<file path="config.mk">
export PLATFORM = sky130hd
export DESIGN_NAME = divider_fp8_seq
export DESIGN_NICKNAME = d
export VERILOG_FILES = /design/src/rtl/divider_fp8_seq.sv
export SDC_FILE = /design/constraint.sdc
export NUM_CORES = 1
export LEC_CHECK = 0
export CAP_MARGIN = 20
export CORE_UTILIZATION = 40
export DETAILED_ROUTE_END_ITERATION = 7
export PLACE_DENSITY = 0.68
export SLEW_MARGIN = 30
export SYNTH_ARGS = -nofsm -noshare
export SYNTH_HDL_FRONTEND = slang
export SYNTH_SLANG_ARGS = --single-unit
</file>
<file path="constraint.sdc">
create_clock -name clk -period 5.3 [get_ports clk]
set_input_delay 0.53 -clock clk [delete_from_list [all_inputs] [get_ports clk]]
set_output_delay 0.53 -clock clk [all_outputs]
set_load 0.02 [all_outputs]
</file>
<file path="src/rtl/divider_fp8_seq.sv">
// rtl/divider_fp8_seq.sv - sequential FP8 (1/3/4, bias 3) divider with restoring quotient loop
module divider_fp8_seq #(
    parameter bit EARLY_OUT = 1'b1
) (
    input  logic       clk,
    input  logic       rst_n,
    input  logic       in_valid,
    output logic       in_ready,
    input  logic [7:0] a,
    input  logic [7:0] b,
    output logic       out_valid,
    input  logic       out_ready,
    output logic [7:0] result,
    output logic       div_by_zero
);

    typedef enum logic [2:0] {IDLE, NORM, DIV, ROUND, DONE} state_t;

    // Special-case classification: {is_special, div_by_zero, result}
    function automatic logic [9:0] classify(input logic [7:0] x, input logic [7:0] y);
        logic s, x_nan, x_inf, x_zero, y_nan, y_inf, y_zero;
        s      = x[7] ^ y[7];
        x_nan  = (x[6:4] == 3'h7) && (x[3:0] != 4'h0);
        x_inf  = (x[6:4] == 3'h7) && (x[3:0] == 4'h0);
        x_zero = (x[6:0] == 7'h00);
        y_nan  = (y[6:4] == 3'h7) && (y[3:0] != 4'h0);
        y_inf  = (y[6:4] == 3'h7) && (y[3:0] == 4'h0);
        y_zero = (y[6:0] == 7'h00);
        if (x_nan || y_nan || (x_zero && y_zero) || (x_inf && y_inf))
            classify = {1'b1, 1'b0, s, 3'h7, 4'hF};
        else if (x_inf)
            classify = {1'b1, 1'b0, s, 3'h7, 4'h0};
        else if (y_zero)
            classify = {1'b1, 1'b1, s, 3'h7, 4'h0};
        else if (x_zero || y_inf)
            classify = {1'b1, 1'b0, s, 7'h00};
        else
            classify = {2'b00, s, 7'h00};
    endfunction

    // Normalize an operand to a 5-bit significand with MSB set: {E[5:0] signed, M[4:0]}
    function automatic logic [10:0] norm_op(input logic [6:0] x);
        logic [4:0]        m;
        logic signed [5:0] e;
        if (x[6:4] != 3'h0) begin
            m = {1'b1, x[3:0]};
            e = $signed({3'b000, x[6:4]}) - 6'sd3;
        end else if (x[3]) begin
            m = {x[3:0], 1'b0};
            e = -6'sd3;
        end else if (x[2]) begin
            m = {x[2:0], 2'b00};
            e = -6'sd4;
        end else if (x[1]) begin
            m = {x[1:0], 3'b000};
            e = -6'sd5;
        end else if (x[0]) begin
            m = {x[0], 4'b0000};
            e = -6'sd6;
        end else begin
            m = 5'h00;
            e = 6'sd0;
        end
        norm_op = {e, m};
    endfunction

    state_t            state_q, state_d;
    logic [7:0]        a_q, a_d, b_q, b_d;
    logic [4:0]        mb_q, mb_d;
    logic signed [5:0] ea_q, ea_d, eb_q, eb_d;
    logic [5:0]        rem_q, rem_d;
    logic [6:0]        quo_q, quo_d;
    logic [2:0]        cnt_q, cnt_d;
    logic [7:0]        result_q, result_d;
    logic              dbz_q, dbz_d;

    logic [9:0]        sp_in, sp_reg;
    logic [10:0]       na, nb;
    logic              ge;
    logic [5:0]        r_next;
    logic signed [5:0] ek_base, ek_rnd;
    logic [3:0]        mant_sel;
    logic              guard;
    logic [4:0]        mant_sum;
    logic [7:0]        fin_res;

    assign in_ready    = (state_q == IDLE);
    assign out_valid   = (state_q == DONE);
    assign result      = result_q;
    assign div_by_zero = dbz_q;

    // Datapath helpers: classification, normalization, one restoring step, rounding
    always_comb begin
        sp_in    = classify(a, b);
        sp_reg   = classify(a_q, b_q);
        na       = norm_op(a_q[6:0]);
        nb       = norm_op(b_q[6:0]);
        ge       = (rem_q >= {1'b0, mb_q});
        r_next   = ge ? (rem_q - {1'b0, mb_q}) : rem_q;
        mant_sel = 4'h0;
        guard    = 1'b0;
        ek_base  = 6'sd0;
        if (quo_q[6]) begin
            mant_sel = quo_q[5:2];
            guard    = quo_q[1];
            ek_base  = ea_q - eb_q + 6'sd3;
        end else begin
            mant_sel = quo_q[4:1];
            guard    = quo_q[0];
            ek_base  = ea_q - eb_q + 6'sd2;
        end
        mant_sum = {1'b0, mant_sel} + {4'h0, guard};
        ek_rnd   = mant_sum[4] ? (ek_base + 6'sd1) : ek_base;
        if (ek_rnd >= 6'sd7)
            fin_res = {a_q[7] ^ b_q[7], 3'h7, 4'h0};
        else if (ek_rnd <= 6'sd0)
            fin_res = {a_q[7] ^ b_q[7], 7'h00};
        else
            fin_res = {a_q[7] ^ b_q[7], ek_rnd[2:0], mant_sum[3:0]};
    end

    // Next-state and register-update logic
    always_comb begin
        state_d  = state_q;
        a_d      = a_q;
        b_d      = b_q;
        mb_d     = mb_q;
        ea_d     = ea_q;
        eb_d     = eb_q;
        rem_d    = rem_q;
        quo_d    = quo_q;
        cnt_d    = cnt_q;
        result_d = result_q;
        dbz_d    = dbz_q;
        case (state_q)
            IDLE: begin
                if (in_valid) begin
                    a_d = a;
                    b_d = b;
                    if (EARLY_OUT && sp_in[9]) begin
                        result_d = sp_in[7:0];
                        dbz_d    = sp_in[8];
                        state_d  = DONE;
                    end else begin
                        state_d = NORM;
                    end
                end
            end
            NORM: begin
                ea_d    = na[10:5];
                eb_d    = nb[10:5];
                mb_d    = nb[4:0];
                rem_d   = {1'b0, na[4:0]};
                quo_d   = 7'h00;
                cnt_d   = 3'd0;
                state_d = DIV;
            end
            DIV: begin
                quo_d = {quo_q[5:0], ge};
                rem_d = r_next << 1;
                cnt_d = cnt_q + 3'd1;
                if (cnt_q == 3'd6)
                    state_d = ROUND;
            end
            ROUND: begin
                if (sp_reg[9]) begin
                    result_d = sp_reg[7:0];
                    dbz_d    = sp_reg[8];
                end else begin
                    result_d = fin_res;
                    dbz_d    = 1'b0;
                end
                state_d = DONE;
            end
            DONE: begin
                if (out_ready)
                    state_d = IDLE;
            end
            default: state_d = IDLE;
        endcase
    end

    // State and datapath registers, cleared asynchronously
    always_ff @(posedge clk or negedge rst_n) begin
        if (!rst_n) begin
            state_q  <= IDLE;
            a_q      <= 8'h00;
            b_q      <= 8'h00;
            mb_q     <= 5'h00;
            ea_q     <= 6'sd0;
            eb_q     <= 6'sd0;
            rem_q    <= 6'h00;
            quo_q    <= 7'h00;
            cnt_q    <= 3'd0;
            result_q <= 8'h00;
            dbz_q    <= 1'b0;
        end else begin
            state_q  <= state_d;
            a_q      <= a_d;
            b_q      <= b_d;
            mb_q     <= mb_d;
            ea_q     <= ea_d;
            eb_q     <= eb_d;
            rem_q    <= rem_d;
            quo_q    <= quo_d;
            cnt_q    <= cnt_d;
            result_q <= result_d;
            dbz_q    <= dbz_d;
        end
    end

endmodule
</file>
==> impl_metrics.csv <==
group,metric,value,unit
clock_network,hold_buffers,0,
place,place_congestion,0.873,
flow_run,drv_cap,0,
synth,ys_ff_latch,57,
drt,viasPerCell,5.46,
synth,synth.area.top_cells,"dfrtp_1 (39%), ha_1 (8.1%), mux2_2 (4.6%), nand2_1 (4.5%), o21ai_0 (3.8%)",
synth,synth.distinct_cells,63,
place,numPortBuffers,30,
global_route,grt_usage,17.6,%
critical_path,crit_path_end_kind,"register",
timing,worst_hold_slack,0.310,ns
synth,synth.avg_cell_area,9.13,um2
global_route,antenna_found_initial,0,
cells_and_area,area_growth,14.8,%
min_path,worstHoldPathType,"in2async",
timing,maxSlewHeadroom,41.8,%
floorplan,start_util,41.9,%
pwr,ir_drop,0.266,mV
synth,synth_cells,404,
critical_path,criticalPathCategory,"reg2reg",
critical_path,crit_chain,"ha_1 > xor2_1 > ha_1 > xnor2_1 > or3b_1 > a21boi_1 > o21ai_0 > o32a_1 > a41o_2 > o221a_2",
cells_and_area,layout.nets,475,
synth,synth_top_area_share,38.7,%
clock_network,post_cts_buffers,0,
synth,synth_top_cell_by_area,"dfrtp_1",
timing,rsz0062_at_grt,"no",
clock_network,numCtsBuffers,9,
critical_path,worstPathRequired,5.52,ns
global_route,grt_pass1_wl,13300,um
drt,ant_nets,0,
floorplan,fp.coreArea,8810,um2
floorplan,die_w,98.0,um
timing,min_period,3.15,ns
floorplan,rows,34,
critical_path,reg2reg_slack,2.15,ns
synth,ys.flop_type,"dfrtp_1",
floorplan,die_h,98.0,um
pwr,power.density,744,nW/um2
clock_network,clkSinkCount,57,
drt,wl_per_cell,14.6,um
critical_path,cpMostUsedCell,"ha_1",
clock_network,cts.clk_slew.worst_paths,0.07,ns
synth,synth_fp_nets,449,
global_route,grt_max_degree,58,
critical_path,slowest_delay,0.40,ns
pwr,power.total,3.15,mW
place,hpwl,5930,um
floorplan,io_pins,31,
drt,drt_wl_total,7900,um
critical_path,reg2reg_from,"ea_q[1]",
synth,synth_warnings,0,
status,violations,"design-rule violations",
clock_network,postCtsResizedCells,0,
place,dpl_cell_area,4060,um2
critical_path,reg2reg_depth,10,
critical_path,start_kind,"register",
timing,finClkSkew,0.00736,ns
cells_and_area,fin_area,4240,um2
critical_path,critical_path_buf_inv_count,0,
global_route,grt_pass1_vias,2801,
drt,via_count,2958,
critical_path,r2r_end,"result[0]",
synth,async_flop_share,100,%
drt,drt_iter0_markers,170,
drt,drc_errors,3,
clock_network,cts_tree,"built",
global_route,overflow,0,
cells_and_area,utilization,48.1,%
timing,fin_setup_tns,0,ns
timing,drv_slew,0,
timing,finalSetupViolations,0,
critical_path,cp_slowest_cell,"xor2_1",
clock_network,clockRootBuffer,"clkbuf_8",
critical_path,arrival,3.36,ns
timing,period_share,59.3,%
clock_network,clockBufferDepth,2,
floorplan,die-area,9610,um2
synth,synth_top_cells_by_count,"dfrtp_1 (57), nand2_1 (44), nor2_1 (31)",
timing,max_freq,318,MHz
timing,tightest_slew,0.869,ns
clock_network,insertion_delay,0.34,ns
synth,syn_area,3690,um2
synth,yosysMostFrequentCell,"dfrtp_1",
pwr,power_leakage,1.83,nW
critical_path,crit_family,"compound AO/OA/AOI/OAI gates",
clock_network,h-tree-depth,3,
critical_path,crit_path_max_fanout,6,
synth,synth_seq_area_share,38.7,%
cells_and_area,final_layout_size_suffix_gt1_share,13.1,%
cells_and_area,antenna_cells,0,
drt,drt_pass1_iterations,6,
status,status,"finished, violations left",
synth,synth_enable_flop_cells,0,
timing,finalHoldViolations,0,
-- final cells by class --
type / instances / area, um2
fillers: 821 / 4570
multi-input cells: 306 / 2100
flip-flops and latches: 57 / 1430
repair buffers: 32 / 310
well taps: 108 / 135
clock buffers: 11 / 131
inverters: 24 / 90.1
clock inverters: 4 / 45.0
-- metal layers --
metal / GRT usage (%) / up-vias / routed length (um)
li1: - / 1493 / -
met1: 23.6 / 1398 / 3880
met2: 27.4 / 59 / 3550
met3: 4.94 / 8 / 337
met4: 5.94 / 0 / 136
met5: 0 / - / 0
-- power by group --
| part | total (mW) | switching (mW) | internal [mW] |
|---|---|---|---|
| logic | 1.92 | 1.06 | 0.858 |
| clock network | 0.381 | 0.168 | 0.212 |
| registers | 0.851 | 0.206 | 0.645 |
-- layout by cell type, fill, tap and decap left out, drive strengths merged, types with 6 or more instances in the layout --
cell	count
nand3	13
clkbuf	11
nor3	12
nor2b	9
a21oi	26
nand2	45
clkdlybuf4s50	29
o21ai	30
a31oi	6
nand2b	6
inv	24
nor2	31
ha	24
a211oi	6
dfrtp	57
xnor2	7
mux2	16
a22o	7
-- worst register-to-register path: cells and delay by family, from the launching register on --
kind / cells / cell delay (ns)
AOI/OAI and AO/OA: 5 / 1.12
adders and majority gates: 2 / 0.62
xor gates and xnor gates: 2 / 0.54
DFF: 1 / 0.38
and+or+nand+nor: 1 / 0.38
-- worst max-delay path by stage --
| stage | from | depth (start not counted) | endpoint | slack (ns) |
|---|---|---|---|---|
| floorplan | ea_q[1] | 12 | result[0] | 2.44 |
| global placement | a[1] | 8 | result[4] | 2.17 |
| detailed placement | a[0] | 8 | result[6] | 2.10 |
| CTS | ea_q[1] | 10 | result[0] | 2.15 |
| global route | eb_q[1] | 13 | result[6] | 1.92 |
| finish | ea_q[1] | 10 | result[0] | 2.15 |
-- kinds of logic after synthesis --
logic type / synth area share, %
AO/OA/AOI/OAI: 19.4
XOR/XNOR: 2.85
adder cells (fa/ha/maj): 8.96
buffers and inverters: 4.61
flip-flops: 38.7
multiplexers: 5.70
AND/OR/NAND/NOR: 19.8
-- flip-flops by register name, indices dropped and copies added (netlist names) --
register,flops
a_q,8
b_q,8
cnt_q,3
div_by_zero,1
ea_q,4
eb_q,4
mb_q,5
quo_q,7
rem_q,6
result,8
state_q,3
-- through the flow --
stage                     setup slack, ns  instances
final                                2.15        542
after CTS                            2.15        542
after detailed placement             2.10        527
after global routing                 1.92        542
after floorplan                      2.44        404
after global placement               2.17        527
No activity file was read; power rests on OpenSTA's default activity.
